File: config.mk
export PLATFORM = sky130hd
export DESIGN_NAME = uart_rx_frame
export DESIGN_NICKNAME = d
export VERILOG_FILES = /design/src/rtl/uart_pkg.sv /design/src/rtl/sync_2ff.sv /design/src/rtl/uart_rx_frame.sv
export SDC_FILE = /design/constraint.sdc
export NUM_CORES = 1
export LEC_CHECK = 0
export CORE_MARGIN = 2
export CORE_UTILIZATION = 40
export DETAILED_ROUTE_END_ITERATION = 10
export GPL_TIMING_DRIVEN = 0
export PLACE_DENSITY_LB_ADDON = 0.15
export SYNTH_ARGS = -nofsm -noshare
export SYNTH_HDL_FRONTEND = slang
export SYNTH_SLANG_ARGS = --single-unit
File: constraint.sdc
create_clock -name clk -period 4.95 [get_ports clk]
set_clock_uncertainty 0.05 [all_clocks]
set_input_delay 0.495 -clock clk [delete_from_list [all_inputs] [get_ports clk]]
set_output_delay 0.495 -clock clk [all_outputs]
set_load 0.02 [all_outputs]
File: src/rtl/uart_pkg.sv
// Shared UART types and helpers: line-control decoding and parity computation.
package uart_pkg;

    typedef enum logic [1:0] {
        WL5 = 2'b00,
        WL6 = 2'b01,
        WL7 = 2'b10,
        WL8 = 2'b11
    } word_len_t;

    typedef enum logic [2:0] {
        IDLE,
        START,
        DATA,
        PARITY,
        STOP,
        WAIT_MARK
    } rx_state_t;

    localparam int OVERSAMPLE_DEFAULT = 16;

    function automatic logic [3:0] data_bits(input word_len_t len);
        return {2'b00, len} + 4'd5;
    endfunction

    // Stick parity forces the bit to ~EPS regardless of the data.
    function automatic logic expected_parity(input logic [7:0] data, input word_len_t len,
                                             input logic eps, input logic stick);
        logic [1:0] len_bits;
        logic [7:0] masked;
        len_bits = len;
        masked   = data & (8'hFF >> (3'd3 - {1'b0, len_bits}));
        if (stick) begin
            return ~eps;
        end
        return eps ? ^masked : ~^masked;
    endfunction

endpackage

File: src/rtl/sync_2ff.sv
// Two-flop synchronizer for asynchronous single-bit inputs with a selectable reset level.
module sync_2ff #(
    parameter logic RST_VAL = 1'b1
) (
    input  logic clk,
    input  logic reset,
    input  logic d,
    output logic q
);

    logic meta_q;
    logic sync_q;

    always_ff @(posedge clk) begin
        if (reset) begin
            meta_q <= RST_VAL;
            sync_q <= RST_VAL;
        end else begin
            meta_q <= d;
            sync_q <= meta_q;
        end
    end

    assign q = sync_q;

endmodule

File: src/rtl/uart_rx_frame.sv
// UART receive deframer: oversampled start detection, mid-bit sampling, parity/stop checks
// and a single-cycle strobe per character carrying PE/FE/BI status.
module uart_rx_frame
    import uart_pkg::*;
#(
    parameter int OVERSAMPLE = OVERSAMPLE_DEFAULT,
    parameter int DATA_WIDTH = 8
) (
    input  logic                  clk,
    input  logic                  reset,
    input  logic                  sample_tick,
    input  logic                  rx_enable,
    input  logic                  rxd,
    input  logic [1:0]            word_len,
    input  logic                  parity_en,
    input  logic                  even_parity,
    input  logic                  stick_parity,
    output logic [DATA_WIDTH-1:0] rx_data,
    output logic                  rx_valid,
    output logic                  parity_err,
    output logic                  framing_err,
    output logic                  break_det,
    output logic                  rx_busy
);

    localparam int CW = $clog2(OVERSAMPLE);
    localparam logic [CW-1:0] CNT_MID = CW'(OVERSAMPLE / 2 - 1);
    localparam logic [CW-1:0] CNT_END = CW'(OVERSAMPLE - 1);

    logic rxs;

    sync_2ff #(.RST_VAL(1'b1)) u_rxd_sync (
        .clk   (clk),
        .reset (reset),
        .d     (rxd),
        .q     (rxs)
    );

    rx_state_t             state_q, state_d;
    logic [CW-1:0]         cnt_q, cnt_d;
    logic [2:0]            bit_cnt_q, bit_cnt_d;
    logic [DATA_WIDTH-1:0] shift_q, shift_d;
    word_len_t             wl_q, wl_d;
    logic                  pen_q, pen_d;
    logic                  eps_q, eps_d;
    logic                  stick_q, stick_d;
    logic                  pe_q, pe_d;
    logic                  zero_q, zero_d;
    logic [DATA_WIDTH-1:0] rx_data_q, rx_data_d;
    logic                  rx_valid_q, rx_valid_d;
    logic                  parity_err_q, parity_err_d;
    logic                  framing_err_q, framing_err_d;
    logic                  break_det_q, break_det_d;

    always_ff @(posedge clk) begin
        if (reset) begin
            state_q       <= IDLE;
            cnt_q         <= '0;
            bit_cnt_q     <= '0;
            shift_q       <= '0;
            wl_q          <= WL5;
            pen_q         <= 1'b0;
            eps_q         <= 1'b0;
            stick_q       <= 1'b0;
            pe_q          <= 1'b0;
            zero_q        <= 1'b0;
            rx_data_q     <= '0;
            rx_valid_q    <= 1'b0;
            parity_err_q  <= 1'b0;
            framing_err_q <= 1'b0;
            break_det_q   <= 1'b0;
        end else begin
            state_q       <= state_d;
            cnt_q         <= cnt_d;
            bit_cnt_q     <= bit_cnt_d;
            shift_q       <= shift_d;
            wl_q          <= wl_d;
            pen_q         <= pen_d;
            eps_q         <= eps_d;
            stick_q       <= stick_d;
            pe_q          <= pe_d;
            zero_q        <= zero_d;
            rx_data_q     <= rx_data_d;
            rx_valid_q    <= rx_valid_d;
            parity_err_q  <= parity_err_d;
            framing_err_q <= framing_err_d;
            break_det_q   <= break_det_d;
        end
    end

    // zero_q remembers that every bit sampled so far in this frame was 0 (break candidate).
    always_comb begin
        state_d       = state_q;
        cnt_d         = cnt_q;
        bit_cnt_d     = bit_cnt_q;
        shift_d       = shift_q;
        wl_d          = wl_q;
        pen_d         = pen_q;
        eps_d         = eps_q;
        stick_d       = stick_q;
        pe_d          = pe_q;
        zero_d        = zero_q;
        rx_data_d     = rx_data_q;
        rx_valid_d    = 1'b0;
        parity_err_d  = parity_err_q;
        framing_err_d = framing_err_q;
        break_det_d   = break_det_q;

        if (!rx_enable) begin
            state_d   = IDLE;
            cnt_d     = '0;
            bit_cnt_d = '0;
            pe_d      = 1'b0;
            zero_d    = 1'b0;
        end else if (sample_tick) begin
            case (state_q)
                IDLE: begin
                    if (!rxs) begin
                        state_d   = START;
                        cnt_d     = '0;
                        bit_cnt_d = '0;
                        shift_d   = '0;
                        wl_d      = word_len_t'(word_len);
                        pen_d     = parity_en;
                        eps_d     = even_parity;
                        stick_d   = stick_parity;
                        pe_d      = 1'b0;
                        zero_d    = 1'b1;
                    end
                end
                START: begin
                    if (cnt_q == CNT_MID) begin
                        cnt_d     = '0;
                        bit_cnt_d = '0;
                        state_d   = rxs ? IDLE : DATA;
                    end else begin
                        cnt_d = cnt_q + CW'(1);
                    end
                end
                DATA: begin
                    if (cnt_q == CNT_END) begin
                        cnt_d              = '0;
                        shift_d[bit_cnt_q] = rxs;
                        if (rxs) begin
                            zero_d = 1'b0;
                        end
                        if ({1'b0, bit_cnt_q} == data_bits(wl_q) - 4'd1) begin
                            state_d = pen_q ? PARITY : STOP;
                        end else begin
                            bit_cnt_d = bit_cnt_q + 3'd1;
                        end
                    end else begin
                        cnt_d = cnt_q + CW'(1);
                    end
                end
                PARITY: begin
                    if (cnt_q == CNT_END) begin
                        cnt_d   = '0;
                        state_d = STOP;
                        if (rxs != expected_parity(8'(shift_q), wl_q, eps_q, stick_q)) begin
                            pe_d = 1'b1;
                        end
                        if (rxs) begin
                            zero_d = 1'b0;
                        end
                    end else begin
                        cnt_d = cnt_q + CW'(1);
                    end
                end
                STOP: begin
                    if (cnt_q == CNT_END) begin
                        cnt_d         = '0;
                        rx_valid_d    = 1'b1;
                        parity_err_d  = pe_q;
                        framing_err_d = !rxs;
                        break_det_d   = zero_q && !rxs;
                        rx_data_d     = (zero_q && !rxs) ? '0 : shift_q;
                        state_d       = rxs ? IDLE : WAIT_MARK;
                    end else begin
                        cnt_d = cnt_q + CW'(1);
                    end
                end
                WAIT_MARK: begin
                    if (rxs) begin
                        state_d = IDLE;
                    end
                end
                default: state_d = IDLE;
            endcase
        end
    end

    assign rx_data     = rx_data_q;
    assign rx_valid    = rx_valid_q;
    assign parity_err  = parity_err_q;
    assign framing_err = framing_err_q;
    assign break_det   = break_det_q;
    assign rx_busy     = (state_q != IDLE);

endmodule

== Word level (Yosys, flattened, before mapping) ==
Index checks and enable logic that the tools add are counted.
Storage, ports and cells
  bits in registers: 39
  output and inout port bits: 13
Operators by class
  $add $sub $neg: 5
  $lt $le $gt $ge: 2
  eq/ne operators: 20
  shift operators: 1
  mux-type cells: 48
  bitwise operators: 6
  reductions and logical operators: 24
Operators by type and width (count)
  $mux W3: 13
  $mux W8: 3
  $mux W1: 20
  $pmux W3 S6: 1
  $ne A2 B2 Y1 const B: 8
  $pmux W8 S2: 1
  $reduce_and A5 Y1: 3
  $mux W4: 3
  $pmux W4 S3: 1
  $pmux W3 S3: 1
  $reduce_bool A3 Y1: 3
  $and A8 B8 Y8: 1
  $bwmux W8: 1
  $reduce_and A4 Y1: 2
  $reduce_and A8 Y1: 1
  $reduce_xnor A8 Y1: 1
  $reduce_xor A8 Y1: 1
  $shr A8 B3 Y8 const A: 1
  $eq A3 B2 Y1 const B: 2
  $eq A3 B3 Y1 const B: 2
  $ne A2 B1 Y1 const B: 3
  $reduce_and A6 Y1: 1
  $reduce_bool A2 Y1: 3
  $not A1 Y1: 5
  22 further kinds: 25

== Depth between registers and ports, before layout ==
Gate-level depths: netlist of the first run.
  depth in word-level cells: 14
  depth in mapped cells: 7
  gate-level depth less buffers: 6

== Hierarchy ==
A second synthesis of the first run with hierarchy kept.
Unflattened totals
  cell total of the unflattened synthesis: 245
  area, all modules: 2064.5 µm²
By module, submodules not included
  uart_rx_frame: instances 1, cells an instance 241, area each 2011.9 µm²
  sync_2ff: instances 1, cells an instance 4, area each 52.6 µm²

== Worst setup path after synthesis of the first run ==
No wires, ideal clock.
  path kind: reg2reg
  start point: register cnt_q[0]
  end point: register cnt_q[3]
  library setup time: 0.074 ns
  arrival: 1.666 ns
  path slack: 3.160 ns
  stages on the path, launching flop included: 7
  path buffers: 0
  path through: dfxtp_1 -> ha_1 -> and3_4 -> o21a_1 -> nor3_2 -> or4b_1 -> a31oi_1
Between the ends
  word-level cells in the longest chain between the ends: 3
RTL lines
  start: declaration: line uart_rx_frame.sv:40  | logic [CW-1:0] cnt_q, cnt_d;
  start signal: assignment: line uart_rx_frame.sv:74  | cnt_q <= cnt_d;
  $add A4 B1 Y4, or another cell as far along
  $mux W4 (on tied branches)
  $pmux W4 S3 (*): line uart_rx_frame.sv:116  | case (state_q)
Mark *: on every way between the ends. The rest lies on a longest branch, timed or not.
A chain may end at the register's enable or synchronous reset.

== Final worst setup path of the first run ==
  start point: register state_q[2]
  end point: output port rx_busy
Between the ends
  word-level cells in the longest chain between the ends: 1
RTL lines
  start: declaration: line uart_rx_frame.sv:39  | rx_state_t state_q, state_d;
  start signal: assignment: line uart_rx_frame.sv:73  | state_q <= state_d;
  $reduce_bool A3 Y1: line uart_rx_frame.sv:198  | assign rx_busy = (state_q != IDLE);
  end: declaration: line uart_rx_frame.sv:23  | output logic rx_busy
Every way passes these cells.

==> metrics.cfg, run 1 <==
[drt]
vias_per_cell=5.27
wirelength_met1_mm=2.45
drt-pass1-iter-count=4
routed_wirelength_mm=4.81
vias=1871
drcViolationCount=0
top_layer_used=met4
wl_met2_mm=2.06
antenna_left=0
dr_wl_met3_um=224
wl_per_cell_um=13.6
drt_iter0_drc=107

[synthesis]
ys.flop_type=dfxtp_1
synth_edf_count=0
synth-seq-area-share_pct=37.3
avgSynthCellArea_sq_um=8.18
ys_ff_latch=39
synth_cells=256
synth_top_area_cell=dfxtp_1
netlist-cell-type-count=59
postSynth.asyncResetShare_pct=0
ys.warnings.count=0
synth_area_sq_um=2090
yosys-top-cells-area=dfxtp_1, a21oi_1, nand2_1
synth_nets=268
synth_top_area_share_pct=37.3

[cts]
cts_setup_buffers=0
clk_pin_slew_worst_paths_ns=0.08
cts_max_path_buffers=2
clkSinkCount=39
cts_made_buffers=5
cts-root-buf=clkbuf_8
cts_hold_buf=0
post_cts_resized=0
htreeDepth=2
cts_tree=built
clk_latency_ns=0.30

[global_route]
antenna_found_initial=0
grt_max_degree=14
grt_pass1_vias=1640
grtUsageTotal_pct=17.9
grt_pass1_wl_mm=8.36
grt-ovfl-total=0

[cells_and_area]
fill_cells=543
finalInstanceArea_sq_um=2480
n_antenna_cell=0
syn2layout_area_growth_pct=18.5
nets=296
final_cells=355
drive_above_1_share_pct=10.5
final_util_pct=48.9

[placement]
post-dp-hpwl_mm=3.55
dpl-instance-area_sq_um=2390
portBuffers=21
place_inst=347
gp_congestion=0.846

[worst_setup_path]
end_kind=output pin
crit_fanout=10
crit_arrival_ns=1.94
critPathKind=reg2out
worst_path_max_delay_cell=clkdlybuf4s50_1
path_cells=buf_2 -> buf_2 -> or3_1 -> clkdlybuf4s50_1
worstSetupStartpointType=register
cp_common_cell=buf_2
critPathRequiredTime_ns=4.41
cpPeakStageDelay_ns=0.55

[timing]
setup_violations=0
hold_viol=0
fmax_mhz=403
final-max-slew-violation-count=0
worst_slew_pin_slew_ns=0.564
min_period_ns=2.48
fin_crit_sh_pct=50.2
hold_ws_ns=0.368
slew_headroom_pct=62.0
rsz0062_at_grt=no
tns_ns=0

[die]
die-width_um=76.3
initial_core_util_pct=41.2
pin_count=23
core-area_sq_um=5070
dieArea_sq_um=5830
die_height_um=76.3
rows=26

[run]
drv_cap=0

[run_status]
status=complete, no violations

[worst_hold_path]
min_path_type=reg2reg

[power]
peakVddDrop_mv=0.0962
p_per_area_nw_per_um2=228
p_leak_nw=0.874

-- power by group --
group / switching [mW] / total [mW] / internal, mW / leakage [nW]
combinational: 0.0163 / 0.0297 / 0.0134 / 0.519
sequential: 0.00154 / 0.316 / 0.315 / 0.315
clock: 0.121 / 0.219 / 0.0980 / 0.0402
total: 0.139 / 0.565 / 0.426 / 0.874
-- cells by family (layout without fill, tap and decap cells) --
family / count (synthesis) / count (layout) / share of synthesized area, %
simple gates: 111 / 111 / 28.9
buf+inv: 21 / 50 / 5.38
compound gates: 68 / 68 / 19.5
fa+ha+maj: 3 / 3 / 1.67
flops: 39 / 39 / 37.3
xor+xnor: 8 / 8 / 4.36
mux: 6 / 6 / 2.87
-- cells in the final DEF, fill, tap and decap left out, types with 6 or more instances in the layout --
master           netlist  routed
a21oi_1               33      33
buf_2                  6       6
clkdlybuf4s50_1        0      21
dfxtp_1               39      39
mux2i_1                6       6
nand2_1               33      33
nand2b_1               7       7
nand3_1               16      16
nor2_1                16      16
o21ai_0               13      13
or3_1                  6       6
-- cell usage after synthesis (3+ instances only) --
cell type	instances
dfxtp_1	39
a21oi_1	33
nand2_1	33
nand3_1	16
nor2_1	16
o21ai_0	13
nand2b_1	7
buf_2	6
mux2i_1	6
or3_1	6
clkbuf_1	5
nor2b_1	4
xnor2_1	4
a31oi_1	3
buf_4	3
inv_1	3
nand3b_1	3
nor3_1	3
-- area by class of cell --
cell class	count	area [sq um]	area share, %
plain buffers	18	101	4.09
repair buffers	21	210	8.48
multi-input cells	196	1200	48.4
flip-flops and latches	39	781	31.5
inverters	3	11.3	0.454
well taps	70	87.6	3.53
clock buffers	5	68.8	2.77
clock inverters	3	20.0	0.807
-- routing by layer --
metal	global-route usage, %	up-vias
met2	25.9	47
li1	-	965
met3	4.03	8
met1	26.1	851
met5	0	-
met4	6.55	0
-- state kept, by name, indices dropped and copies added (netlist names), 2 cells and up --
register   count
rx_data        8
shift_q        8
cnt_q          4
bit_cnt_q      3
state_q        3
wl_q           2
-- worst max-delay path: cells and delay by family (launching register included) --
family        cells  cell delay, ns
buf+inv           3            0.93
flops             1            0.33
simple gates      1            0.38
-- per-stage QoR --
step / setup slack, ns / total power [mW]
6_report: 2.47 / 0.565
5_1_grt: 2.40 / 0.590
4_1_cts: 2.47 / 0.572
3_5_place_dp: 2.59 / 0.354
3_3_place_gp: 2.58 / 0.354
2_1_floorplan: 3.16 / 0.341
-- path summary, 6_finish.rpt --
check | start | end | slack [ns] | depth (start not counted)
setup / recovery | state_q[2]$_SDFFE_PP0P_ | rx_busy | 2.47 | 4
hold / removal | u_rxd_sync.meta_q$_SDFF_PP1_ | u_rxd_sync.q$_SDFF_PP1_ | 0.37 | 1
setup reg to reg | cnt_q[0]$_SDFFE_PP0P_ | cnt_q[3]$_SDFFE_PP0P_ | 2.93 | 6
hold reg to reg | u_rxd_sync.meta_q$_SDFF_PP1_ | u_rxd_sync.q$_SDFF_PP1_ | 0.37 | 1
Note: power is estimated with default switching activity, not from simulation.
==> inputs of run 2 (changes only) <==
==> constraint.sdc (replaced) <==
create_clock -name clk -period 2.2 [get_ports clk]
set_clock_uncertainty 0.05 [all_clocks]
set_input_delay 0.22 -clock clk [delete_from_list [all_inputs] [get_ports clk]]
set_output_delay 0.22 -clock clk [all_outputs]
set_load 0.02 [all_outputs]
==> metrics.cfg, run 2 (same netlist as run 1, synthesis figures left out) <==
[drt]
wl_per_cell_um=13.6  ; about the same
drt_iter0_drc=107  ; unchanged
drt-pass1-iter-count=4  ; unchanged
routed_wirelength_mm=4.81  ; about the same
antenna_left=0  ; unchanged
vias_per_cell=5.27  ; about the same
vias=1870  ; was 1871
drcViolationCount=0  ; unchanged

[die]
core-area_sq_um=5070  ; unchanged
die-width_um=76.3  ; unchanged
die_height_um=76.3  ; unchanged
dieArea_sq_um=5830  ; unchanged
initial_core_util_pct=41.2  ; unchanged
rows=26  ; unchanged
pin_count=23  ; unchanged

[worst_setup_path]
end_kind=register  ; was output pin
path_cells=ha_1 -> and3_4 -> o21a_1 -> nor3_2 -> or4b_1 -> a31oi_1  ; was buf_2 -> buf_2 -> or3_1 -> clkdlybuf4s50_1
r2r_cells=6  ; unchanged
worstSetupStartpointType=register  ; unchanged
crit_fanout=6  ; was 10
critPathRequiredTime_ns=2.38  ; was 4.41 ns
worst_path_max_delay_cell=or4b_1  ; was clkdlybuf4s50_1
critPathKind=reg2reg  ; was reg2out
cpPeakStageDelay_ns=0.46  ; was 0.55 ns
crit_arrival_ns=2.19  ; was 1.94 ns

[cells_and_area]
syn2layout_area_growth_pct=18.4  ; was 18.5%
drive_above_1_share_pct=10.5  ; unchanged
fill_cells=544  ; was 543
layout_commonest_cell=dfxtp_1  ; unchanged
multi_input_area_sq_um=1200  ; unchanged
area.sequential_sq_um=781  ; unchanged
finalInstanceArea_sq_um=2480  ; about the same
most-common-layout-cells=dfxtp_1, nand2_1, a21oi_1  ; unchanged
n_antenna_cell=0  ; unchanged
nets=296  ; unchanged

[placement]
post-dp-hpwl_mm=3.55  ; unchanged
gp_congestion=0.846  ; unchanged
dpl-instance-area_sq_um=2390  ; unchanged
portBuffers=21  ; unchanged

[timing]
worst_slew_pin_slew_ns=0.564  ; unchanged
slew_headroom_pct=62.0  ; unchanged
rsz0062_at_grt=no  ; unchanged
min_period_ns=2.02
final-max-slew-violation-count=0  ; unchanged
tns_ns=0  ; unchanged
setup_violations=0  ; unchanged
fin_crit_sh_pct=91.8
hold_viol=0  ; unchanged
fmax_mhz=495

[run]
drv_cap=0  ; unchanged

[power]
p_per_area_nw_per_um2=513  ; was 228 nW/um^2
peakVddDrop_mv=0.217  ; was 0.0962 mV
p_leak_nw=0.878  ; was 0.874 nW

[cts]
clk_pin_slew_worst_paths_ns=0.07  ; was 0.08 ns
clk_latency_ns=0.30  ; about the same
cts_max_path_buffers=2  ; unchanged
htreeDepth=2  ; unchanged
cts_tree=built  ; unchanged
cts_setup_buffers=0  ; unchanged
clkSinkCount=39  ; unchanged
cts-root-buf=clkbuf_8  ; unchanged
cts_made_buffers=5  ; unchanged

[worst_hold_path]
min_path_type=in2reg  ; was reg2reg
hold_depth=3  ; was 1

[global_route]
grt-ovfl-total=0  ; unchanged
grt_pass1_vias=1640  ; unchanged
antenna_found_initial=0  ; unchanged
grt_max_degree=14  ; unchanged
grtUsageTotal_pct=17.9  ; unchanged
grt_pass1_wl_mm=8.36  ; unchanged

[run_status]
status=complete, no violations  ; unchanged

==> run 2: changes by cell type in the layout (fill, tap and decap cells not counted), sizes merged <==
| cell | change |
|---|---|
| clkdlybuf4s50 | -1 |
| dlygate4sd2 | +1 |
==> run 2: worst paths after layout <==
check / slack, ns / startpoint / end
hold reg to reg: 0.37 / u_rxd_sync.meta_q$_SDFF_PP1_ / u_rxd_sync.q$_SDFF_PP1_
hold / removal: 0.29 / sample_tick / cnt_q[2]$_SDFFE_PP0P_
setup / recovery: 0.18 / cnt_q[0]$_SDFFE_PP0P_ / cnt_q[3]$_SDFFE_PP0P_
setup reg to reg: 0.18 / cnt_q[0]$_SDFFE_PP0P_ / cnt_q[3]$_SDFFE_PP0P_
==> run 2: power by group <==
part	switching (mW)	leakage (nW)	total, mW	internal [mW]
clock network	0.273	0.0402	0.493	0.221
registers	0.00347	0.315	0.712	0.709
logic	0.0367	0.524	0.0667	0.0300
==> run 2: metal layers <==
layer	vias up	GRT usage, %	share of wire (%)
met4	0	6.55	1.5
met2	45	25.9	43
met1	853	26.1	51
met3	8	4.03	4.5
li1	964	-	-
met5	-	0	0
==> run 2: worst max-delay path, delay by kind of cell, from the launching register on <==
kind / cells / cell delay (ns)
flops: 1 / 0.34
fa+ha+maj: 1 / 0.28
compound gates: 2 / 0.33
simple gates: 3 / 0.94
==> run 2: final cells by class <==
cell class / instances / area share [%]
buffer: 18 / 4.09
clock buffer: 5 / 2.78
sequential: 39 / 31.5
clock inverter: 3 / 0.808
multi-input combinational: 196 / 48.4
inverter: 3 / 0.454
tap: 70 / 3.53
timing repair buffer: 21 / 8.43
==> run 2: timing repair <==
action,in CTS,in global routing
endpoints found under the setup margin,1,0
hold buffers,0,0
gates resized for setup,1,0
==> run 2: stage by stage <==
step	hold slack, ns	setup WS (ns)	instances	power [mW]	utilization [%]
detailed placement	0.353	0.115	347	0.796	47.1
finish	0.288	0.181	355	1.27	48.8
global route	0.314	0.0851	355	1.33	48.8
floorplan	0.274	0.410	256	0.767	-
global placement	0.342	0.104	347	0.796	47.1
CTS	0.272	0.183	355	1.29	48.8
==> inputs of run 3 (changes only) <==
--- a/config.mk
+++ b/config.mk
@@ -10,6 +10,7 @@
 export DETAILED_ROUTE_END_ITERATION = 10
 export GPL_TIMING_DRIVEN = 0
 export PLACE_DENSITY_LB_ADDON = 0.15
+export SKIP_CTS_REPAIR_TIMING = 1
 export SYNTH_ARGS = -nofsm -noshare
 export SYNTH_HDL_FRONTEND = slang
 export SYNTH_SLANG_ARGS = --single-unit
==> metrics.cfg, run 3 (same netlist as run 1, synthesis figures left out) <==
[die]
dieArea_sq_um=5830  ; unchanged
rows=26  ; unchanged
die-width_um=76.3  ; unchanged
core-area_sq_um=5070  ; unchanged
pin_count=23  ; unchanged
initial_core_util_pct=41.2  ; unchanged
die_height_um=76.3  ; unchanged

[cts]
htreeDepth=2  ; unchanged
cts_made_buffers=5  ; unchanged
clk_latency_ns=0.30  ; about the same
clk_pin_slew_worst_paths_ns=0.07  ; about the same
cts_max_path_buffers=2  ; unchanged
cts-root-buf=clkbuf_8  ; unchanged
clkSinkCount=39  ; unchanged
cts_tree=built  ; unchanged

[worst_hold_path]
min_from=sample_tick  ; unchanged
whs_endpoint=cnt_q[2]$_SDFFE_PP0P_  ; unchanged
min_path_type=in2reg  ; unchanged
hold_depth=3  ; unchanged

[worst_setup_path]
rr_startpoint=cnt_q[0]$_SDFFE_PP0P_  ; unchanged
worstSetupStartpointType=register  ; unchanged
r2r-end=cnt_q[3]$_SDFFE_PP0P_  ; unchanged
critPathRequiredTime_ns=2.37  ; was 2.38 ns
crit_arrival_ns=2.19  ; about the same
reg2reg_slack_ns=0.18  ; about the same
r2r_cells=6  ; unchanged
path_cells=ha_1 -> and3_4 -> o21a_1 -> nor3_2 -> or4b_1 -> a31oi_1  ; unchanged
crit_fanout=6  ; unchanged
cpPeakStageDelay_ns=0.46  ; about the same
worst_path_max_delay_cell=or4b_1  ; unchanged
worst-path-buf-inv=0  ; unchanged
crit_family=simple AND/OR/NAND/NOR gates  ; unchanged
critPathKind=reg2reg  ; unchanged
end_kind=register  ; unchanged

[timing]
tns_ns=0  ; unchanged
fin_crit_sh_pct=91.7  ; was 91.8%
fmax_mhz=496  ; was 495 MHz
min_period_ns=2.02  ; about the same
worst_slew_pin_slew_ns=0.564  ; unchanged
slew_headroom_pct=62.0  ; unchanged
rsz0062_at_grt=no  ; unchanged
hold_viol=0  ; unchanged
final-max-slew-violation-count=0  ; unchanged
setup_violations=0  ; unchanged

[cells_and_area]
n_antenna_cell=0  ; unchanged
drive_above_1_share_pct=10.5  ; unchanged
layout_commonest_cell=dfxtp_1  ; unchanged
fill_cells=542  ; was 544
nets=296  ; unchanged
final_cells=355  ; unchanged
multi_input_area_sq_um=1200  ; unchanged
most-common-layout-cells=dfxtp_1, nand2_1, a21oi_1  ; unchanged
syn2layout_area_growth_pct=18.6  ; was 18.4%
area.sequential_sq_um=781  ; unchanged

[global_route]
grt-ovfl-total=0  ; unchanged
grt_max_degree=14  ; unchanged
antenna_found_initial=0  ; unchanged
grt_pass1_vias=1640  ; unchanged
grtUsageTotal_pct=17.9  ; unchanged
grt_pass1_wl_mm=8.36  ; unchanged

[drt]
vias=1871  ; was 1870
drt_iter0_drc=107  ; unchanged
drt-pass1-iter-count=4  ; unchanged
drcViolationCount=0  ; unchanged
antenna_left=0  ; unchanged
routed_wirelength_mm=4.81  ; about the same
vias_per_cell=5.27  ; about the same
wl_per_cell_um=13.6  ; about the same

[run_status]
status=complete, no violations  ; unchanged

[placement]
portBuffers=21  ; unchanged
post-dp-hpwl_mm=3.55  ; unchanged
gp_congestion=0.846  ; unchanged
place_inst=347  ; unchanged

[power]
peakVddDrop_mv=0.217  ; about the same
p_per_area_nw_per_um2=512  ; was 513 nW/um^2
p_leak_nw=0.892  ; was 0.878 nW

[run]
drv_cap=0  ; unchanged

run 3: worst max path at each step:
stage,start,endpoint,slack [ns],cells past startpoint
floorplan,cnt_q[0]$_SDFFE_PP0P_,cnt_q[3]$_SDFFE_PP0P_,0.41,6
global placement,reset,pe_q$_SDFFE_PP0P_,0.10,6
detailed placement,reset,pe_q$_SDFFE_PP0P_,0.11,6
CTS,state_q[2]$_SDFFE_PP0P_,rx_busy,-0.007,4
global route,cnt_q[0]$_SDFFE_PP0P_,cnt_q[3]$_SDFFE_PP0P_,0.09,6
finish,cnt_q[0]$_SDFFE_PP0P_,cnt_q[3]$_SDFFE_PP0P_,0.18,6
run 3: layer usage:
layer	vias up	part of all wire [%]	routed length, um	global-route usage (%)
met5	-	0	0	0
met4	0	1.5	73	6.55
met3	8	4.6	222	4.03
met2	47	43	2070	25.9
met1	851	51	2450	26.1
li1	965	-	-	-
run 3: through the flow:
step	util [%]	power, mW	hold WS (ns)	cell area [sq um]	setup slack [ns]
after floorplan	-	0.767	0.274	2090	0.410
after global placement	47.1	0.796	0.342	2390	0.104
after detailed placement	47.1	0.796	0.353	2390	0.115
after CTS	48.9	1.29	0.272	2480	-0.00734
after global routing	48.9	1.33	0.314	2480	0.0851
final	48.9	1.27	0.288	2480	0.183
run 3: report_power, final:
part           leakage, nW  switching, mW  internal (mW)
Sequential           0.315        0.00347          0.709
Combinational        0.537         0.0366         0.0302
Clock               0.0402          0.272          0.221
run 3: worst reg2reg max path, stage by stage, from the launching register on:
cell and delay [ns]:
dfxtp_1 0.34, ha_1 0.28, and3_4 0.23, o21a_1 0.19, nor3_2 0.25, or4b_1 0.46, a31oi_1 0.14
run 3: layout make-up:
| type | count | share of cell area [%] |
|---|---|---|
| Buffer | 18 | 4.08 |
| Clock buffer | 5 | 2.77 |
| Timing Repair Buffer | 21 | 8.57 |
| Tap cell | 70 | 3.53 |
| Inverter | 3 | 0.454 |
| Clock inverter | 3 | 0.806 |
| Multi-Input combinational cell | 196 | 48.3 |
| Sequential cell | 39 | 31.5 |
==> variant 1 (config.mk and constraints of run 2) <==
`RST_VAL` is set to 1'b1 in 2 places; all go to 1'b0.
--- a/src/rtl/sync_2ff.sv
+++ b/src/rtl/sync_2ff.sv
@@ -1,6 +1,6 @@
 // Two-flop synchronizer for asynchronous single-bit inputs with a selectable reset level.
 module sync_2ff #(
-    parameter logic RST_VAL = 1'b1
+    parameter logic RST_VAL = 1'b0
 ) (
     input  logic clk,
     input  logic reset,
--- a/src/rtl/uart_rx_frame.sv
+++ b/src/rtl/uart_rx_frame.sv
@@ -29,7 +29,7 @@
 
     logic rxs;
 
-    sync_2ff #(.RST_VAL(1'b1)) u_rxd_sync (
+    sync_2ff #(.RST_VAL(1'b0)) u_rxd_sync (
         .clk   (clk),
         .reset (reset),
         .d     (rxd),
Behaviour: not the same (a bounded check fails within 4 cycles, from zero or initial values and one cycle with reset high).
==> variant 1 against run 2 <==
- sequential share of layout area increased by 0.72 points
- area after synthesis down 2.9%
- routed wire length decreased by 1.1%
- register-to-register slack improved by 20 ps
- first-iteration DRC count is 35% lower
- worst setup slack worse by 26 ps
- total power rose by 4.2%
- sequential cell count unchanged
- final area is 2.2% lower
- critical endpoint is now rx_busy
- largest power group unchanged
==> variant 1: results (changes against run 2) <==
Worst setup path
  • CP max stage delay: 570 ps (+110 ps)
  • Maximum fanout along the worst path: 10 (+4)
  • Max stage delay cell, worst path: clkdlybuf4s50_1
  • Setup crit start: state_q[1]$_SDFFE_PP0P_
  • CP endpoint: rx_busy

Final layout
  • Non-clk invs: 4 (+1)
  • Multi-input logic area: 1160 sq um (-3.3%)
  • Clock buffer count: 6 (+1)
  • Clock buffers and inverters, area share: 3.511% (-0.073 points)
  • Non-clk buf share: 12.34% (-0.18 points)
  • Filler cells: 512 (-5.9%)
  • Sequential cell area share: 32.21% (+0.72 points)
  • Buffers, non-clock: 40 (+2.6%)

Global routing
  • M1 GR Usage: 26.85% (+0.80 points)
  • GRT Resource Usage Total: 18.87% (+0.93 points)

Floorplan
  • Core Rows: 25 (-3.8%)

Synthesis
  • Syn Nets: 261 (-2.6%)
  • Synth top area cells: dfxtp_1 (38%), a21oi_1 (8.4%), nand2_1 (4.6%), mux2i_1 (3.4%), nand3_1 (3.4%)
  • Synth Area per Inst: 8.160 sq um (-0.20%)
  • Netlist cell types: 45 (-24%)
  • List of most frequent post-synthesis cells: dfxtp_1 (39), a21oi_1 (34), nand2_1 (25)

Place
  • Dpl cell area: 2336 sq um (-2.3%)
  • Placer Congestion: 0.8336 (-1.5%)

Detailed routing
  • Wl on met1: 2.480 mm (+0.73%)
  • WL/cell: 13.76 um (+1.5%)
  • Vias: 1,859 (-0.59%)
  • WL met3: 135 um (-38%)

Worst hold path
  • Hold Path Class: flop to flop
  • Hold Crit Start: u_rxd_sync.meta_q$_SDFF_PP0_

STA
  • Worst Setup Slack, final: 155.1 ps (-26.34 ps)

Pwr
  • Clock power frac: 37.2% (-1.6 points)

Status
  • Status: finished, final reports clean
==> variant 1: changes by cell type in the layout (fill, tap and decap cells not counted), sizes merged, moves of 3 or more <==
cell | before | now
buf | 13 | 9
nor2b | 4 | 9
nand3 | 17 | 14
nand4 | 0 | 4
clkbuf | 10 | 15
nand2 | 34 | 25
or3 | 6 | 3
or2 | 4 | 0
o2111ai | 0 | 3
==> variant 1: timing repair <==
action	in CTS	in global routing
buffers inserted	0	0
endpoints found under the setup margin	0	9
resized for setup	0	1
==> variant 1: cells by family (layout without fill, tap and decap cells) <==
kind of cell | after synthesis | after routing | share of synthesized area [%]
AO/OA/AOI/OAI | 70 | 70 | 21.43
buffers and inverters | 22 | 52 | 4.618
adder cells (fa/ha/maj) | 2 | 2 | 1.231
AND/OR/NAND/NOR | 101 | 101 | 26.35
XOR/XNOR | 8 | 8 | 4.495
flip-flops | 39 | 39 | 38.42
multiplexers | 7 | 7 | 3.448
==> variant 2 (config.mk and constraints of run 2) <==
Without the edit above. One comparison of `cnt_q` changes from == to >=.
--- a/src/rtl/uart_rx_frame.sv
+++ b/src/rtl/uart_rx_frame.sv
@@ -129,7 +129,7 @@
                     end
                 end
                 START: begin
-                    if (cnt_q == CNT_MID) begin
+                    if (cnt_q >= CNT_MID) begin
                         cnt_d     = '0;
                         bit_cnt_d = '0;
                         state_d   = rxs ? IDLE : DATA;
Function: no difference found for any inputs over 10 cycles, from zero or initial values and one cycle with reset high; that may be too few to reach the edited logic, so the function may still have changed.
==> variant 2 against run 2 <==
- final area down 5.4%
- sequential share of layout area rose by 1.8 points
- utilization up 0.80 points
- synthesized cell count down 3.9%
- total power is 1.6% lower
- worst setup slack worse by 65 ps
- die area down 5.9%
- sequential cell count unchanged
- global-route usage about the same
- area after synthesis down 6.2%
- routed wire length shrank 7.7%
- critical path depth down 3
- highest routed layer unchanged
- sequential power about the same
==> variant 2: results (changes against run 2) <==
Clock tree
  • Worst skew pair latency: 290 ps
  • Root buf cell: clkbuf_8
  • CTS H-tree lvls: 2 (unchanged)
  • Cts bufs inserted: 5 (unchanged)

Synthesis
  • Synth top area cells: dfxtp_1 (40%), a21oi_1 (8.7%), nor2_1 (5.2%), nand3_1 (4.3%), mux2i_1 (4.1%)
  • Netlist cell types: 43 (-27%)
  • Post-synthesis sequential area ratio: 39.77% (+2.5 points)
  • Post-Synthesis Cells: 246 (-3.9%)
  • Async set-reset flop share out of synthesis: 0% (unchanged)
  • Syn Nets: 258 (-3.7%)
  • List of most frequent post-synthesis cells: dfxtp_1 (39), a21oi_1 (34), nor2_1 (27)

Global routing
  • First-pass GRT wire length: 7.617 mm (-8.8%)
  • Initial antenna violation count: 0 (unchanged)
  • Routing usage on met2: 30.65% (+4.7 points)
  • Vias in the first global route: 1,667 (+1.6%)
  • Largest net degree at the start of global routing: 13 (-1)
  • M1 GR Usage: 22.95% (-3.1 points)
  • GR Util met3: 4.472% (+0.44 points)
  • GRT Resource Usage Total: 17.99% (+0.045 points)

Final layout
  • Diodes inserted: 0 (unchanged)
  • Final Net Count: 286 (-3.4%)
  • Share of cells above drive strength 1: 7.273% (-3.3 points)

Place
  • Dpl cell area: 2257 sq um (-5.6%)
  • Post-placement cell count: 334 (-3.7%)
  • Placer Congestion: 0.8277 (-2.2%)
  • Post-Place Setup Slack: 108.1 ps (-6.410 ps)
  • Hpwl dp: 3.224 mm (-9.1%)

Pwr
  • Peak VDD IR: 0.3033 mV (+40%)
  • Cell leakage power: 0.0008578 uW (-2.4%)

Worst setup path
  • Maximum fanout along the worst path: 10 (+4)
  • WP data arrival: 1810 ps (-380 ps)
  • Setup crit start: state_q[2]$_SDFFE_PP0P_
  • R2R setup slack: 270 ps (+90 ps)

STA
  • Final setup TNS: 0 ps (unchanged)
  • Slew Limit Headroom: 64.73% (+2.7 points)
  • Hold WS: 304.9 ps (+16.47 ps)
  • Worst Setup Slack, final: 116.1 ps (-65.33 ps)

Status
  • Status: finished, final reports clean

Worst hold path
  • Hold Path Class: input pin to flop
  • Hold Crit Start: reset

Detailed routing
  • Vias: 1,755 (-6.1%)
  • Drt via density: 5.132 (-2.6%)
  • Initial drt markers: 66 (-38%)
  • Routed WL: 4.444 mm (-7.7%)
[variant 2: power by group]
part / total [uW] / internal (uW) / leakage [uW] / switching, uW
combinational: 62.6 / 27.0 / 0.000502 / 35.6
clock: 479 / 222 / 0.0000412 / 257
sequential: 710 / 709 / 0.000315 / 1.62
total: 1250 / 957 / 0.000858 / 294
[variant 2: layout make-up]
type | count | area (sq um)
fillers | 482 | 2379
multi-input cells | 184 | 1085
flip-flops and latches | 39 | 780.7
repair buffers | 21 | 210.2
well taps | 67 | 83.83
plain buffers | 16 | 73.82
clock buffers | 6 | 72.57
inverters | 7 | 26.28
clock inverters | 2 | 12.51
[variant 2: worst paths after layout]
check	to	cells after the start
min	shift_q[1]$_SDFFE_PP0P_	2
max reg2reg	rx_data[5]$_SDFFE_PP0P_	7
max	rx_busy	3
min reg2reg	u_rxd_sync.q$_SDFF_PP1_	1
[variant 2: logic make-up after synthesis]
family                   share of synthesized area (%)
flip-flops                                       39.77
XOR/XNOR                                         4.270
multiplexers                                     4.079
buffers and inverters                            4.971
AND/OR/NAND/NOR                                  25.62
AO/OA/AOI/OAI                                    20.01
adder cells (fa/ha/maj)                          1.274
[variant 2: metal layers]
| metal | part of all wire [%] | wire length (um) |
|---|---|---|
| met5 | 0 | 0 |
| met4 | 0.77 | 34 |
| met3 | 3.1 | 137 |
| met2 | 47 | 2095 |
| met1 | 49 | 2177 |
[variant 2: worst max-delay path: stages (launching register included)]
cell and delay, ps:
dfxtp_1 370, clkbuf_2 220, or3_1 400, clkdlybuf4s50_1 540
[variant 2: timing repair]
item                                   4_1_cts  5_1_grt
setup endpoints to repair                    0        1
resized for setup                            0        4
endpoints found under the hold margin        0        0
